**src/rtl/example1_pkg.sv**
```systemverilog
// example1_pkg: shared types, bit mapping and golden function for the example1 sweep controller
package example1_pkg;
    localparam int VEC_W = 6;
    localparam int A_IDX = 5;
    localparam int B_IDX = 4;
    localparam int C_IDX = 3;
    localparam int D_IDX = 2;
    localparam int E_IDX = 1;
    localparam int F_IDX = 0;
    typedef enum logic [1:0] {IDLE, SETTLE, SAMPLE, FINISH} state_t;
    function automatic logic ex1_golden(input logic [VEC_W-1:0] v);
        logic a, b, c, d, e, f;
        a = v[A_IDX];
        b = v[B_IDX];
        c = v[C_IDX];
        d = v[D_IDX];
        e = v[E_IDX];
        f = v[F_IDX];
        return ~(~(a & b) & (c & ~b & d) & ~(e | f));
    endfunction
endpackage

```
**src/rtl/example1_golden.sv**
```systemverilog
// example1_golden: combinational expected y for one input vector
module example1_golden
    import example1_pkg::*;
(
    input  logic [VEC_W-1:0] vec,
    output logic             y
);
    assign y = ex1_golden(vec);
endmodule

```
**src/rtl/example1_sweep_ctrl.sv**
```systemverilog
// example1_sweep_ctrl: sweeps example1 inputs over a vector range, samples y after settling and checks it
module example1_sweep_ctrl #(
    parameter int SETTLE_CYCLES = 3,
    parameter int VEC_W = 6
) (
    input  logic             clk,
    input  logic             rst_n,
    input  logic             start,
    input  logic             abort,
    input  logic [VEC_W-1:0] first_vec,
    input  logic [VEC_W-1:0] last_vec,
    input  logic             y_in,
    output logic             a,
    output logic             b,
    output logic             c,
    output logic             d,
    output logic             e,
    output logic             f,
    output logic             busy,
    output logic             done,
    output logic [6:0]       ones_count,
    output logic [6:0]       err_count,
    output logic             err_flag,
    output logic [VEC_W-1:0] first_err_vec
);
    import example1_pkg::*;
    localparam logic [3:0] CNT_INIT = 4'(SETTLE_CYCLES);
    state_t           state;
    logic [VEC_W-1:0] vec;
    logic [VEC_W-1:0] stop_vec;
    logic [3:0]       cnt;
    logic             exp_y;
    logic             miss;
    example1_golden u_golden (.vec(vec), .y(exp_y));
    assign miss = y_in != exp_y;
    assign a = vec[A_IDX];
    assign b = vec[B_IDX];
    assign c = vec[C_IDX];
    assign d = vec[D_IDX];
    assign e = vec[E_IDX];
    assign f = vec[F_IDX];
    always_ff @(posedge clk) begin
        if (!rst_n) begin
            state         <= IDLE;
            vec           <= '0;
            stop_vec      <= '0;
            cnt           <= '0;
            busy          <= 1'b0;
            done          <= 1'b0;
            ones_count    <= '0;
            err_count     <= '0;
            err_flag      <= 1'b0;
            first_err_vec <= '0;
        end else begin
            done <= 1'b0;
            if (busy && abort) begin
                state <= IDLE;
                busy  <= 1'b0;
            end else begin
                case (state)
                    IDLE: begin
                        if (start && !abort) begin
                            state         <= SETTLE;
                            vec           <= first_vec;
                            stop_vec      <= last_vec;
                            cnt           <= CNT_INIT;
                            busy          <= 1'b1;
                            ones_count    <= '0;
                            err_count     <= '0;
                            err_flag      <= 1'b0;
                            first_err_vec <= '0;
                        end
                    end
                    SETTLE: begin
                        cnt <= cnt - 4'd1;
                        if (cnt == 4'd1) state <= SAMPLE;
                    end
                    SAMPLE: begin
                        ones_count <= ones_count + 7'(y_in);
                        err_count  <= err_count + 7'(miss);
                        err_flag   <= err_flag | miss;
                        if (miss && err_count == '0) first_err_vec <= vec;
                        if (vec == stop_vec) begin
                            state <= FINISH;
                            busy  <= 1'b0;
                            done  <= 1'b1;
                        end else begin
                            vec   <= vec + 1'b1;
                            cnt   <= CNT_INIT;
                            state <= SETTLE;
                        end
                    end
                    default: state <= IDLE;
                endcase
            end
        end
    end
endmodule

```
**config.mk**
```make
export PLATFORM = sky130hd
export DESIGN_NAME = example1_sweep_ctrl
export DESIGN_NICKNAME = d
export VERILOG_FILES = /design/src/rtl/example1_pkg.sv /design/src/rtl/example1_golden.sv /design/src/rtl/example1_sweep_ctrl.sv
export SDC_FILE = /design/constraint.sdc
export NUM_CORES = 1
export LEC_CHECK = 0
export BUFFER_PORTS_ARGS = -buffer_cell sky130_fd_sc_hd__buf_2
export CAP_MARGIN = 15
export CORE_UTILIZATION = 56
export CTS_BUF_LIST = sky130_fd_sc_hd__clkbuf_4
export CTS_CLUSTER_DIAMETER = 200
export DETAILED_ROUTE_END_ITERATION = 6
export GPL_TIMING_DRIVEN = 0
export HOLD_SLACK_MARGIN = 0.02
export PLACE_DENSITY_LB_ADDON = 0.25
export RECOVER_POWER = 50
export SYNTH_ARGS = -nofsm -noshare
export SYNTH_HDL_FRONTEND = slang
export SYNTH_HIERARCHICAL = 1
export SYNTH_SLANG_ARGS = --single-unit
```
**constraint.sdc**
```tcl
create_clock -name clk -period 2.7 [get_ports clk]
set_input_delay 0.405 -clock clk [delete_from_list [all_inputs] [get_ports clk]]
set_output_delay 0.405 -clock clk [all_outputs]
set_load 0.05 [all_outputs]
```
* Word level (Yosys, flattened, before mapping)
Cells that the tools add are included.
Storage, ports and cells: bits of input ports 17, flip-flop bits (word level) 41, bits in read-only memories 0, logic and storage cells 77, RAM bits 0, memories 0, latch bits 0, output and inout port bits 29
Cells by class: multipliers 0, order comparisons 0, equality and inequality tests 10, shift-type cells 0, $add $sub $neg 4, muxes and demuxes 22, div/mod/pow operators 0, reductions and logical operators 17, bitwise logic cells 14
Operators with widths (number):
- $pmux 7 s2 | 2
- $mux 6 | 4
- $pmux 6 s2 | 2
- $add 7x1->7 | 2
- $pmux 4 s3 | 1
- $reduce_and 4->1 | 3
- $ne 2x2->1 const B | 5
- $reduce_and 3->1 | 3
- $mux 4 | 2
- $logic_not 7->1 | 1
- $mux 7 | 1
- $not 1->1 | 7
- $add 6x1->6 const B | 1
- $eq 6x6->1 | 1
- $mux 2 | 3
- $pmux 2 s3 | 1
- $and 1x1->1 | 5
- $eq 4x1->1 const B | 1
- $mux 1 | 4
- $pmux 1 s2 | 2
- $sub 4x1->4 const B | 1
- $logic_and 1x1->1 | 3
- $reduce_bool 3->1 | 1
- $reduce_or 3->1 | 1
- other kinds (9) | 10

* Depth between registers and ports, before layout
depth after elaboration 10, gate-level depth with buffers 8, gate-level depth less buffers 8

* Modules after synthesis
The synthesis kept the hierarchy.
Modules (own cells, without submodules):
- example1_sweep_ctrl | cells each 242, area each 2029.4 sq um, seq. area each 820.8 sq um, instances 1
- example1_golden | cells each 2, area each 18.8 sq um, seq. area each 0.0 sq um, instances 1

* Worst setup path after synthesis
OpenSTA, ideal clock, no wires.
path type register to register, start register vec[2], end register err_count[6], setup slack 0.370 ns, library setup time 0.070 ns, data required time 2.630 ns, cell stages (with the launch flop) 9, buffers on the path 0, data arrival time 2.260 ns, clock period less this slack 2.330 ns, path through dfxtp_1 > nor4b_2 > nand2_1 > xor2_1 > ha_1 > ha_1 > nand4_4 > or3_1 > a21oi_1
Between the ends: longest elaborated chain between the ends 7
Ends and longest elaborated chain:
- start: declaration | line example1_sweep_ctrl.sv:29 | logic [VEC_W-1:0] vec;
- start signal: assignment | line example1_sweep_ctrl.sv:64 | vec <= first_vec;
- start signal: assignment | line example1_sweep_ctrl.sv:88 | vec <= vec + 1'b1;
- $and 1x1->1 (3 in series) | line example1_pkg.sv:19 | return ~(~(a & b) & (c & ~b & d) & ~(e | f));
- $not 1->1 | line example1_pkg.sv:19
- named net exp_y | line example1_sweep_ctrl.sv:32 | logic exp_y;
- $ne 1x1->1 | line example1_sweep_ctrl.sv:35 | assign miss = y_in != exp_y;
- $add 7x1->7 | line example1_sweep_ctrl.sv:80 | err_count <= err_count + 7'(miss);
- $pmux 7 s2 | line example1_sweep_ctrl.sv:60 | case (state)
- end signal: assignment | line example1_sweep_ctrl.sv:80
- end: declaration | line example1_sweep_ctrl.sv:22 | output logic [6:0] err_count,
The timed path passes the listed nets, and every way through them passes these cells. A chain may end at the register's enable or synchronous reset.

* Final worst setup path
start register vec[0], end register err_count[6]
Between the ends: longest elaborated chain between the ends 7
Ends and longest elaborated chain (line):
- $or 1x1->1 | example1_pkg.sv:19
- $not 1->1 | example1_pkg.sv:19
- $and 1x1->1 | example1_pkg.sv:19
- $not 1->1 | example1_pkg.sv:19
- named net exp_y | example1_sweep_ctrl.sv:32
- $ne 1x1->1 | example1_sweep_ctrl.sv:35
- $add 7x1->7 | example1_sweep_ctrl.sv:80
- $pmux 7 s2 | example1_sweep_ctrl.sv:60
The timed path passes the listed nets, and every way through them passes these cells.

==> results_dict.tcl <==
set metrics [dict create \
    status "finished clean" \
    worstReg2RegStart "vec[0]$_SDFFE_PN0P_" \
    initial_core_util 0.5996 \
    io_buffers 45 \
    placementRows 21 \
    drt_iter0_drc 131 \
    drive_above_1_share 0.1111 \
    async_flop_share 0 \
    synth.distinct_cells 42 \
    finalCritPeriodShare 0.8497 \
    crit_fanout 9 \
    viasPerCell 5.609 \
    grt_pass1_vias 1682 \
    hp-class "in2reg" \
    clkLatencyLatePin_ns 0.35 \
    vias 1924 \
    hold_start "last_vec[3]" \
    worstSetupEndpointType "flip-flop" \
    met3_usage 0.04380 \
    cts_max_path_buffers 2 \
    cts_setup_buffers 0 \
    cts_tree "built" \
    nets 320 \
    whs_path_depth 3 \
    synthTopCellsByCount "41 x dfxtp_1, 29 x nand2_1, 27 x a21oi_1, 24 x nand3_1, 24 x nor2_1" \
    ys_seq_elements 41 \
    die_y_um 62.48 \
    grt_pass1_wl_um 7734 \
    r2r_setup_slack_ns 0.41 \
    yosysTopAreaCell "dfxtp_1" \
    grt_max_degree 13 \
    num_antenna_cells 0 \
    syn-num-nets 268 \
    hold_end "stop_vec[3]$_SDFFE_PN0P_" \
    antenna_found_initial 0 \
    critPathTopFamily "simple AND/OR/NAND/NOR gates" \
    setup_ws_ns 0.4058 \
    wl_per_cell_um 13.28 \
    final.min_clock_period_ns 2.294 \
    crit_buf_inv 0 \
    synthToLayoutAreaGrowth_pct 13.68 \
    overflow 0 \
    power_density_nw_per_um2 498.5 \
    root_buffer "clkbuf_4" \
    synth_area_um2 2048 \
    yosysMostFrequentCell "dfxtp_1" \
    cts_made_buffers 5 \
    fin_setup_tns_ns 0 \
    maxCapViolations 0 \
    gp_congestion 0.8515 \
    yosys-top-cells-area "dfxtp_1 40%, a21oi_1 6.6%, nand3_1 5.9%, xor2_1 5.6%, nand2_1 5.3%" \
    crit_top_cell "ha_1" \
    drt-total-wl_um 4556 \
    r2r-end "err_count[6]$_SDFFE_PN0P_" \
    dp_slack_ns 0.4603 \
    ant_nets 0 \
    drc 0 \
    cts_hold_buf 0 \
    cts_sinks 41 \
    yosys_warnings 6 \
    synthCells 244 \
    path_cells "nor4b_2 -> nand2_1 -> xor2_1 -> ha_1 -> ha_1 -> nand4_4 -> or3_1 -> a21oi_1" \
    top_usage_layer "met2" \
    fp.coreArea_um2 3416 \
    rr_worst_depth 8 \
    final-hold-violation-count 0 \
    timing.fmax_mhz 435.9 \
    critPathLaunchType "flip-flop" \
    clk_pin_slew_ns 0.13 \
    hpwlAfterDp_um 3364 \
    leakagePower_uw 0.0008960 \
    critPathKind "reg2reg" \
    synth-edff-count 0 \
    timing.critical_path.from "vec[0]$_SDFFE_PN0P_" \
    dr.pass1.iters 4 \
    synth_flop_cell "dfxtp_1" \
    htreeDepth 2 \
    grt_use_met2 0.3954 \
    required_ns 3.00 \
    arrival_ns 2.59 \
    ys_seq_area_frac 0.4007 \
    timing.slew.headroom 0.4119 \
    cp_slowest_stage_delay_ns 0.44 \
    fp.dieArea_um2 3903 \
    grt.total_usage 0.2473 \
    fin_skew_ns 0.01568 \
    synth_top_area_share 0.4007 \
    rsz0062_at_grt "no" \
    slowest_stage "dfxtp_1" \
    grtUsageMet1 0.3345 \
    drv_slew 0 \
    ir_worst_vdd_mv 0.3673 \
    fillCellCount 339 \
    synth_area_per_cell_um2 8.394 \
    tightest_slew_ns 0.8755 \
    num_io_pins 46 \
    die_w_um 62.48 \
    setup_viol 0 \
    cts_resized 0 \
]
## state kept, by name, summed over array words and instances (netlist names)
| signal | cells |
|---|---|
| cnt | 4 |
| err_flag | 1 |
| busy | 1 |
| stop_vec | 6 |
| vec | 6 |
| ones_count | 7 |
| done | 1 |
| err_count | 7 |
| state | 2 |
| first_err_vec | 6 |
## area by class of cell
| cell class | count | area [um2] | share of cell area |
|---|---|---|---|
| Inverter | 5 | 18.77 | 0.008060 |
| Multi-Input combinational cell | 184 | 1115 | 0.4788 |
| Buffer | 14 | 72.57 | 0.03117 |
| Clock buffer | 6 | 45.04 | 0.01934 |
| Tap cell | 46 | 57.56 | 0.02472 |
| Sequential cell | 41 | 820.8 | 0.3525 |
| Timing Repair Buffer | 45 | 188.9 | 0.08114 |
| Clock inverter | 2 | 10.01 | 0.004299 |
## worst reg2reg max path: stages, from the launching register on
cell	delay, ns
dfxtp_1	0.44
nor4b_2	0.31
nand2_1	0.10
xor2_1	0.30
ha_1	0.26
ha_1	0.22
nand4_4	0.12
or3_1	0.36
a21oi_1	0.13
## through the flow
step                std cells  power (uW)    util  area, um2  hold slack, ns
finish                    343        1161  0.6817       2328          0.2871
global route              343        1214  0.6817       2328          0.2831
CTS                       343        1170  0.6985       2386          0.2780
detailed placement        335       868.4  0.6824       2331          0.4538
global placement          335       863.6  0.6824       2331          0.4489
floorplan                 244       810.4       -       2048          0.4481
## cell usage in the layout, fill, tap and decap left out, types with 2 or more instances in the layout
| cell | count |
|---|---|
| a211oi_1 | 3 |
| a21oi_1 | 27 |
| and3_1 | 4 |
| and4_1 | 2 |
| buf_2 | 17 |
| buf_6 | 2 |
| clkbuf_1 | 38 |
| clkbuf_4 | 6 |
| clkinv_2 | 2 |
| dfxtp_1 | 41 |
| ha_1 | 7 |
| inv_1 | 5 |
| mux2i_1 | 2 |
| nand2_1 | 29 |
| nand2b_1 | 2 |
| nand3_1 | 24 |
| nand4_1 | 8 |
| nor2_1 | 24 |
| nor2b_1 | 2 |
| nor3_1 | 4 |
| o211ai_1 | 2 |
| o21ai_0 | 5 |
| o31ai_1 | 3 |
| or3_1 | 2 |
| xnor2_1 | 5 |
| xor2_1 | 13 |
## cells by family (layout without fill, tap and decap cells)
family,count (synthesis),after routing,synth area share
flip-flops,41,41,0.4007
adder cells (fa/ha/maj),7,7,0.04276
multiplexers,2,2,0.009774
AND/OR/NAND/NOR,110,110,0.2798
XOR/XNOR,18,18,0.07697
buffers and inverters,19,72,0.04582
AO/OA/AOI/OAI,47,47,0.1442
## metal layers
metal	vias to the layer above	part of all wire
li1	964	-
met1	896	0.48
met2	57	0.46
met3	7	0.049
met4	0	0.015
met5	-	0
## report_power, final
part	switching [uW]	internal, uW
logic	137	64.0
clock network	201	110
registers	23.0	626
total	361	799
## worst max-delay path by stage
stage	to	slack [ns]	depth (start not counted)
after detailed placement	err_count[6]$_SDFFE_PN0P_	0.46	8
final	err_count[6]$_SDFFE_PN0P_	0.41	8
after CTS	err_count[6]$_SDFFE_PN0P_	0.39	8
after floorplan	err_count[6]$_SDFFE_PN0P_	0.37	8
after global placement	err_count[6]$_SDFFE_PN0P_	0.48	8
after global routing	err_count[6]$_SDFFE_PN0P_	0.28	8
Power figures use the tool's default switching activity.
